$ cat src/rtl/ai_pkg.sv
// Shared types and constants for the AI shot sequencer and its density-engine
// register map.
package ai_pkg;

  typedef enum logic [2:0] {
    IDLE,
    WR,
    GO,
    GAP,
    BUSY,
    RD,
    DONE
  } state_t;

  localparam logic [3:0] ADDR_GO     = 4'd0;
  localparam logic [3:0] ADDR_FIRED0 = 4'd1;
  localparam logic [3:0] ADDR_FIRED1 = 4'd2;
  localparam logic [3:0] ADDR_FIRED2 = 4'd3;
  localparam logic [3:0] ADDR_FIRED3 = 4'd4;
  localparam logic [3:0] ADDR_HITS0  = 4'd5;
  localparam logic [3:0] ADDR_HITS1  = 4'd6;
  localparam logic [3:0] ADDR_HITS2  = 4'd7;
  localparam logic [3:0] ADDR_HITS3  = 4'd8;
  localparam logic [3:0] ADDR_SHIPS  = 4'd9;

  localparam int         BOARD_CELLS = 100;
  localparam logic [6:0] NO_SHOT     = 7'd127;

endpackage

$ cat src/rtl/ai_shot_seq_if.sv
// Register-bus link between the shot sequencer (master) and the density engine.
interface ai_shot_seq_if;
  logic [3:0]  av_addr;
  logic        av_write;
  logic        av_read;
  logic [31:0] av_wdata;
  logic [31:0] av_rdata;
  logic        av_waitreq;

  modport master (output av_addr, av_write, av_read, av_wdata,
                  input  av_rdata, av_waitreq);
  modport slave  (input  av_addr, av_write, av_read, av_wdata,
                  output av_rdata, av_waitreq);
endinterface

$ cat src/rtl/ai_wdata_mux.sv
// Selects the 32-bit slice of the latched board state for a given write index.
module ai_wdata_mux
  import ai_pkg::*;
(
  input  logic [3:0]  idx_i,
  input  logic [99:0] fired_i,
  input  logic [99:0] hits_i,
  input  logic [4:0]  ships_i,
  output logic [31:0] wdata_o
);

  always_comb begin
    wdata_o = 32'd0;
    case (idx_i)
      ADDR_FIRED0: wdata_o = fired_i[31:0];
      ADDR_FIRED1: wdata_o = fired_i[63:32];
      ADDR_FIRED2: wdata_o = fired_i[95:64];
      ADDR_FIRED3: wdata_o = {28'd0, fired_i[99:96]};
      ADDR_HITS0:  wdata_o = hits_i[31:0];
      ADDR_HITS1:  wdata_o = hits_i[63:32];
      ADDR_HITS2:  wdata_o = hits_i[95:64];
      ADDR_HITS3:  wdata_o = {28'd0, hits_i[99:96]};
      ADDR_SHIPS:  wdata_o = {27'd0, ships_i};
      default:     wdata_o = 32'd0;
    endcase
  end

endmodule

$ cat src/rtl/ai_shot_seq.sv
// Sequences one AI move: uploads the board to the density engine, kicks it,
// waits (with a watchdog) and reads back the chosen cell index.
module ai_shot_seq
  import ai_pkg::*;
#(
  parameter int TIMEOUT_CYC = 1023
) (
  input  logic                 clock,
  input  logic                 reset,
  input  logic                 start,
  input  logic [99:0]          fired,
  input  logic [99:0]          hits,
  input  logic [4:0]           ships,
  output logic                 busy,
  output logic                 done,
  output logic [6:0]           shot_index,
  output logic                 error,
  ai_shot_seq_if.master        av
);

  state_t      state_q, state_d;
  logic [3:0]  k_q, k_d;
  logic [99:0] fired_q, fired_d;
  logic [99:0] hits_q, hits_d;
  logic [4:0]  ships_q, ships_d;
  logic [9:0]  wdog_q, wdog_d;
  logic [6:0]  shot_q, shot_d;
  logic        err_q, err_d;
  logic [31:0] mux_wdata;
  logic [10:0] wdog_nxt;
  logic        timeout;
  logic        unused_rdata;

  ai_wdata_mux u_wdata_mux (
    .idx_i   (k_q),
    .fired_i (fired_q),
    .hits_i  (hits_q),
    .ships_i (ships_q),
    .wdata_o (mux_wdata)
  );

  // Counter is widened by one bit so the limit compare never wraps.
  assign wdog_nxt     = {1'b0, wdog_q} + 11'd1;
  assign timeout      = (wdog_nxt == 11'(TIMEOUT_CYC));
  assign unused_rdata = ^av.av_rdata[31:7];

  always_ff @(posedge clock or posedge reset) begin
    if (reset) begin
      state_q <= IDLE;
      k_q     <= 4'd0;
      fired_q <= '0;
      hits_q  <= '0;
      ships_q <= '0;
      wdog_q  <= '0;
      shot_q  <= '0;
      err_q   <= 1'b0;
    end else begin
      state_q <= state_d;
      k_q     <= k_d;
      fired_q <= fired_d;
      hits_q  <= hits_d;
      ships_q <= ships_d;
      wdog_q  <= wdog_d;
      shot_q  <= shot_d;
      err_q   <= err_d;
    end
  end

  always_comb begin
    state_d     = state_q;
    k_d         = k_q;
    fired_d     = fired_q;
    hits_d      = hits_q;
    ships_d     = ships_q;
    wdog_d      = wdog_q;
    shot_d      = shot_q;
    err_d       = err_q;
    av.av_write = 1'b0;
    av.av_read  = 1'b0;
    av.av_addr  = ADDR_GO;
    av.av_wdata = 32'd0;

    unique case (state_q)
      IDLE: begin
        if (start) begin
          fired_d = fired;
          hits_d  = hits;
          ships_d = ships;
          k_d     = ADDR_FIRED0;
          state_d = WR;
        end
      end
      WR: begin
        av.av_write = 1'b1;
        av.av_addr  = k_q;
        av.av_wdata = mux_wdata;
        if (!av.av_waitreq) begin
          if (k_q == ADDR_SHIPS) begin
            wdog_d  = '0;
            state_d = GO;
          end else begin
            k_d = k_q + 4'd1;
          end
        end
      end
      GO, GAP, BUSY: begin
        av.av_write = (state_q == GO);
        wdog_d      = wdog_nxt[9:0];
        if (timeout) begin
          shot_d  = NO_SHOT;
          err_d   = 1'b1;
          state_d = DONE;
        end else if (state_q == GO) begin
          if (!av.av_waitreq) state_d = GAP;
        end else if (!av.av_waitreq) begin
          // An engine that never raised its wait request needs no BUSY cycle.
          state_d = RD;
        end else begin
          state_d = BUSY;
        end
      end
      RD: begin
        av.av_read = 1'b1;
        av.av_addr = ADDR_GO;
        shot_d     = av.av_rdata[6:0];
        err_d      = (av.av_rdata[6:0] > 7'(BOARD_CELLS - 1));
        state_d    = DONE;
      end
      DONE: begin
        state_d = IDLE;
      end
      default: begin
        state_d = IDLE;
      end
    endcase
  end

  assign busy       = (state_q != IDLE);
  assign done       = (state_q == DONE);
  assign shot_index = shot_q;
  assign error      = err_q;

endmodule

$ cat src/flat_wrapper.sv
// flat-port wrapper written by rule: the top's interface ports become plain ports
module ai_shot_seq_flat import ai_pkg::*;
#(
  parameter int TIMEOUT_CYC = 1023
)
  (clock, reset, start, fired, hits, ships, busy, done, shot_index, error, av_av_addr, av_av_write, av_av_read, av_av_wdata, av_av_rdata, av_av_waitreq);
  ai_shot_seq_if av_i ();
  input  logic clock;
  input  logic reset;
  input  logic start;
  input  logic [99:0] fired;
  input  logic [99:0] hits;
  input  logic [4:0] ships;
  output logic busy;
  output logic done;
  output logic [6:0] shot_index;
  output logic error;
  output wire logic [$bits(av_i.av_addr)-1:0] av_av_addr;
  output wire logic [$bits(av_i.av_write)-1:0] av_av_write;
  output wire logic [$bits(av_i.av_read)-1:0] av_av_read;
  output wire logic [$bits(av_i.av_wdata)-1:0] av_av_wdata;
  input wire logic [$bits(av_i.av_rdata)-1:0] av_av_rdata;
  input wire logic [$bits(av_i.av_waitreq)-1:0] av_av_waitreq;
  assign av_av_addr = av_i.av_addr;
  assign av_av_write = av_i.av_write;
  assign av_av_read = av_i.av_read;
  assign av_av_wdata = av_i.av_wdata;
  assign av_i.av_rdata = av_av_rdata;
  assign av_i.av_waitreq = av_av_waitreq;
  ai_shot_seq #(.TIMEOUT_CYC(TIMEOUT_CYC)) u_core (.clock(clock), .reset(reset), .start(start), .fired(fired), .hits(hits), .ships(ships), .busy(busy), .done(done), .shot_index(shot_index), .error(error), .av(av_i));
endmodule
$ cat config.mk
export PLATFORM = sky130hd
export DESIGN_NAME = ai_shot_seq_flat
export DESIGN_NICKNAME = d
export VERILOG_FILES = /design/src/rtl/ai_pkg.sv /design/src/rtl/ai_shot_seq_if.sv /design/src/rtl/ai_wdata_mux.sv /design/src/rtl/ai_shot_seq.sv /design/src/flat_wrapper.sv
export SDC_FILE = /design/constraint.sdc
export NUM_CORES = 1
export LEC_CHECK = 0
export BUFFER_PORTS_ARGS = -buffer_cell sky130_fd_sc_hd__buf_2
export CORE_MARGIN = 2
export CORE_UTILIZATION = 50
export DETAILED_ROUTE_END_ITERATION = 16
export HOLD_SLACK_MARGIN = 0.08
export PLACE_DENSITY = 0.8
export SYNTH_ARGS = -nofsm -noshare
export SYNTH_HDL_FRONTEND = slang
export SYNTH_SLANG_ARGS = --single-unit
export TNS_END_PERCENT = 5
$ cat constraint.sdc
create_clock -name clock -period 13 [get_ports clock]
set_input_delay 2.6 -clock clock [delete_from_list [all_inputs] [get_ports clock]]
set_output_delay 2.6 -clock clock [all_outputs]
set_load 0.05 [all_outputs]
==> flow_summary.yaml, run 1 <==
timing:
  maxSlewHeadroom: 0.2391
  clock_skew_ps: 6.937
  tns_ps: 0
  max_freq_mhz: 161.9
  fin_crit_sh: 0.4751
  period_needed_ps: 6176
  setup_viol: 0
  finalHoldViolCount: 0
  final_max_slew_viol_count: 0
  worst_slew_pin_slew_ps: 1137
  rsz0062_at_grt: "false"
finish:
  fin_cells: 1338
  drive_gt1_frac: 0.3107
  finish.instance_area_um2: 12730
  nets: 1292
  areaGrowthSynthToFinish_pct: 22.35
  mostFrequentLayoutCells: "263 x buf_2, 230 x dfrtp_1, 206 x mux2_1, 48 x nor2_1, 43 x a22oi_1"
  final_common_cell: "buf_2"
  fin_util: 0.6272
power_and_ir_drop:
  peakVddDrop_mv: 0.1508
  cellPowerDensity_nw_per_um2: 261.1
  p_leak_uw: 0.005753
status:
  status: "completed"
critical_path:
  cp_cell_sequence: "inv_1 > ha_1 > nor3b_2 > buf_4 > a22oi_1 > o21ai_1 > a221oi_1 > nor2_1 > buf_2"
  ff2ff_setup_slack_ps: 9740
  cpPeakStageDelay_ps: 720
  crit_type: "flop to primary output"
  startpoint_type: "flop"
  cp_max_fo: 24
  endpoint: "av_av_wdata[20]"
  required_ps: 10400
  reg2reg_from: "u_core.state_q[1]"
  cp-end-kind: "primary output"
  timing.rr.end: "u_core.fired_q[44]"
  worst_path_max_delay_cell: "nor3b_2"
  crit_start: "u_core.k_q[0]"
  cp.arrival_ps: 3580
  r2r_cells: 6
yosys:
  synth_nets: 1049
  synth-seq-cells: 230
  ys_seq_area_frac: 0.5531
  synth_warnings: 0
  synth_top_area_frac: 0.5531
  avgSynthCellArea_um2: 12.98
  netlist_area_um2: 10410
  synth-edff-count: 0
  ys.flop_type: "dfrtp_1"
  syn_inst: 802
  async_reset_ff_frac: 1.000
  yosys-top-cells-area: "dfrtp_1 55%, mux2_1 22%, a22oi_1 3.1%"
  yosys.area.top_type: "dfrtp_1"
  synth.distinct_cells: 54
clock_network:
  h-tree-depth: 1
  holdBufCountCts: 0
  cts.clk_slew.worst_paths_ps: 60
  numCtsBuffers: 24
  tritoncts: "built"
  postCtsSetupRepairBufs: 0
  cts_num_sinks: 230
  cts.path.max_buffers: 3
  clkLatencyLatePin_ps: 510
  cts_resized: 0
  cts-root-buf: "clkbuf_16"
drt:
  drc: 0
  drtAntennaViolNets: 0
  drt_first_pass_iters: 7
  wire_per_inst_um: 20.18
  wirelength_um: 27000
  vias: 7674
  viasPerCell: 5.735
  drt_iter0_drc: 482
floorplan:
  num_rows: 52
  die_h_um: 148.3
  start_util: 0.5126
  io_pins: 289
  coreArea_um2: 20300
  die_area_um2: 21980
  die_x_um: 148.3
grt:
  grt_antenna_before_repair: 7
  grt_max_degree: 80
  grt_use_met2: 0.4093
  busiest_layer: "met2"
  overflow: 0
  use_met1: 0.3188
  grt_pass1_vias: 7925
  grtUsageMet3: 0.04663
  gr-usage-all-layers: 0.2435
  grt_pass1_wl_um: 42210
placed_design:
  place_congestion: 0.8084
  postPlaceCellArea_um2: 11910
  dp_hpwl_um: 18160
  numPortBuffers: 263
  dp_cells: 1289
job:
  cap_violations: 0
worst_hold_path:
  hold_class: "flop to flop"
-- registers in the layout, summed over array words and instances (netlist names) --
register	flops
u_core.error	1
u_core.fired_q	100
u_core.shot_index	7
u_core.ships_q	5
u_core.hits_q	100
u_core.state_q	3
u_core.k_q	4
u_core.wdog_q	10
-- final cells by class --
type	count	area, um^2
Fill cell	1611	7567
Sequential cell	230	5756
Multi-Input combinational cell	503	4354
Timing Repair Buffer	276	1414
Clock buffer	37	750.7
Tap cell	270	337.8
Clock inverter	6	60.06
Inverter	10	45.04
Antenna cell	6	15.01
-- Yosys cell counts (13+ instances only) --
cell / number
buf_4: 13
nor2_1: 48
nand2_1: 17
clkbuf_1: 26
o21ai_1: 21
dfrtp_1: 230
buf_2: 17
nand3_1: 13
mux2_1: 206
a222oi_1: 17
o21ai_0: 14
a221oi_1: 19
a22oi_1: 43
-- logic make-up after synthesis --
| logic type | after synthesis | share of synthesized area |
|---|---|---|
| buffers and inverters | 69 | 0.03162 |
| xor gates and xnor gates | 6 | 0.005050 |
| adders and majority gates | 6 | 0.007214 |
| DFF | 230 | 0.5531 |
| AOI/OAI and AO/OA | 171 | 0.1242 |
| and+or+nand+nor | 110 | 0.05206 |
| muxes | 210 | 0.2268 |
-- report_power, final --
part | switching (uW) | leakage [uW] | total, uW | internal (uW)
sequential | 203 | 0.00272 | 1280 | 1080
clock | 278 | 0.000397 | 694 | 416
combinational | 813 | 0.00263 | 1350 | 536
-- worst min-delay path by stage --
stage / to / slack [ps] / cells past startpoint / start
after floorplan: u_core.fired_q[30] / 450 / 1 / u_core.fired_q[30]
after global placement: u_core.fired_q[30] / 460 / 1 / u_core.fired_q[30]
after detailed placement: u_core.shot_index[1] / 470 / 1 / u_core.shot_index[1]
after CTS: u_core.shot_index[1] / 490 / 1 / u_core.shot_index[1]
after global routing: u_core.fired_q[61] / 500 / 1 / u_core.fired_q[61]
final: u_core.shot_index[1] / 480 / 1 / u_core.shot_index[1]
-- critical path, delay by kind of cell, from the launching register on --
family	cells	cell delay, ps
and+or+nand+nor	2	860
DFF	1	430
AOI/OAI and AO/OA	3	340
buffers and inverters	3	870
adders and majority gates	1	540
-- per-layer routing --
layer / vias up / routed length, um
li1: 3475 / -
met1: 3859 / 11240
met2: 279 / 13150
met3: 57 / 1702
met4: 4 / 874
met5: - / 30
-- metrics by stage --
step / total power, uW / worst slack, ps / hold slack, ps
floorplan: 2280 / 4095 / 450.3
finish: 3325 / 6824 / 481.2
global route: 3519 / 6591 / 497.8
CTS: 3347 / 6813 / 485.7
detailed placement: 2644 / 7402 / 471.8
global placement: 2580 / 7420 / 461.1
No activity file was read; power rests on OpenSTA's default activity.
==> run 2: changes to the inputs <==
Settings changed: CORE_UTILIZATION 50 to 48.
Clock period 13 ns to 5.4 ns, I/O delays scaled along.
==> flow_summary.yaml, run 2 (same netlist as run 1, synthesis figures left out) <==
floorplan:
  die_x_um: 151.2
  coreArea_um2: 21150
  die_h_um: 151.2
  start_util: 0.4919
  io_pins: 289
  num_rows: 53
  die_area_um2: 22870
grt:
  grt_pass1_wl_um: 42080
  grt_antenna_before_repair: 5
  grt_use_met2: 0.3857
  grt_max_degree: 132
  busiest_layer: "met2"
  grt_pass1_vias: 8004
  gr-usage-all-layers: 0.2367
  use_met1: 0.3092
  overflow: 0
  grtUsageMet3: 0.06175
clock_network:
  holdBufCountCts: 0
  cts.path.max_buffers: 3
  numCtsBuffers: 25
  clkLatencyLatePin_ps: 520
  cts_num_sinks: 230
  tritoncts: "built"
  cts_resized: 0
  cts-root-buf: "clkbuf_16"
  postCtsSetupRepairBufs: 0
  cts.clk_slew.worst_paths_ps: 60
  h-tree-depth: 1
timing:
  holdWs_ps: 478.3
  final_max_slew_viol_count: 0
  max_freq_mhz: 226.9
  finalHoldViolCount: 0
  worst_slew_pin_slew_ps: 1202
  rsz0062_at_grt: "false"
  fin_crit_sh: 0.8161
  period_needed_ps: 4407
  maxSlewHeadroom: 0.1956
  clock_skew_ps: 23.78
  tns_ps: 0
  setup_viol: 0
power_and_ir_drop:
  peakVddDrop_mv: 0.3476
  cellPowerDensity_nw_per_um2: 623.0
  p_leak_uw: 0.005728
critical_path:
  startpoint_type: "flop"
  cp-end-kind: "primary output"
  required_ps: 4320
  cp.arrival_ps: 3330
  crit_type: "flop to primary output"
  r2r_cells: 5
  cp_max_fo: 32
worst_hold_path:
  hold_class: "flop to flop"
  worstHoldPathCells: 1
drt:
  drt_iter0_drc: 448
  drc: 0
  vias: 7631
  drt_first_pass_iters: 5
  wirelength_um: 27340
  viasPerCell: 5.691
  wire_per_inst_um: 20.39
  drtAntennaViolNets: 0
finish:
  areaGrowthSynthToFinish_pct: 22.00
  fin_util: 0.6002
  nets: 1295
  final_common_cell: "buf_2"
  drive_gt1_frac: 0.3060
  mostFrequentLayoutCells: "263 x buf_2, 230 x dfrtp_1, 206 x mux2_1, 48 x nor2_1, 43 x a22oi_1"
  top_regs: "u_core.fired_q (100), u_core.hits_q (100), u_core.wdog_q (10)"
placed_design:
  dp_hpwl_um: 18370
  place_congestion: 0.7969
  numPortBuffers: 263
status:
  status: "completed"
job:
  cap_violations: 0
-- run 2: cell count changes in the layout (fill, tap and decap cells not counted) --
| cell | previous run | this run |
|---|---|---|
| buf_12 | 0 | 3 |
| buf_4 | 13 | 12 |
| bufinv_16 | 1 | 0 |
| clkbuf_1 | 4 | 9 |
| clkbuf_8 | 8 | 3 |
| clkinvlp_4 | 2 | 1 |
| diode_2 | 6 | 4 |
| inv_6 | 0 | 1 |
| inv_8 | 1 | 0 |
-- run 2: per-stage QoR --
step / setup WS, ps / instances / total power, uW / instance area [um^2]
4_1_cts: 940.8 / 1337 / 7963 / 12690
3_5_place_dp: 1499 / 1296 / 6382 / 11960
2_1_floorplan: 1312 / 802 / 5489 / 10410
6_report: 993.1 / 1341 / 7909 / 12700
5_1_grt: 748.8 / 1338 / 8397 / 12690
3_3_place_gp: 1593 / 1296 / 6229 / 11960
-- run 2: critical path, stage by stage, from the launching register on --
cell       delay [ps]
dfrtp_1           450
inv_1             110
ha_1              440
nor2_1            220
nor2_1             60
a2bb2oi_1         170
o21ai_4           920
nor2_1            160
buf_2             270
-- run 2: area by class of cell --
type	instances	area [um^2]
clock buffers	37	700.7
inverters	10	41.29
clock inverters	4	23.77
flip-flops and latches	230	5756
fillers	1652	8458
diodes	4	10.01
multi-input cells	503	4354
well taps	275	344.1
repair buffers	278	1466
-- run 2: power breakdown --
group	internal (uW)	switching, uW
Clock	889	657
Combinational	1300	1960
Sequential	2600	502
-- run 2: path summary, 6_finish.rpt --
path / slack [ps] / from / to
min in group asynchronous: 720 / reset / u_core.fired_q[38]
worst min-delay path: 480 / u_core.fired_q[30] / u_core.fired_q[30]
max in group asynchronous: 3510 / reset / u_core.hits_q[60]
worst max register to register: 2860 / u_core.state_q[1] / u_core.fired_q[81]
worst min register to register: 480 / u_core.fired_q[30] / u_core.fired_q[30]
worst max-delay path: 990 / u_core.k_q[0] / av_av_wdata[5]
-- run 2: routing by layer --
metal  wire length, um  vias to the layer above  share of wire
met5                11                        -        0.00040
met4               736                        2          0.027
met3              1920                       49          0.070
met2             13460                      261           0.49
met1             11210                     3842           0.41
li1                  -                     3477              -
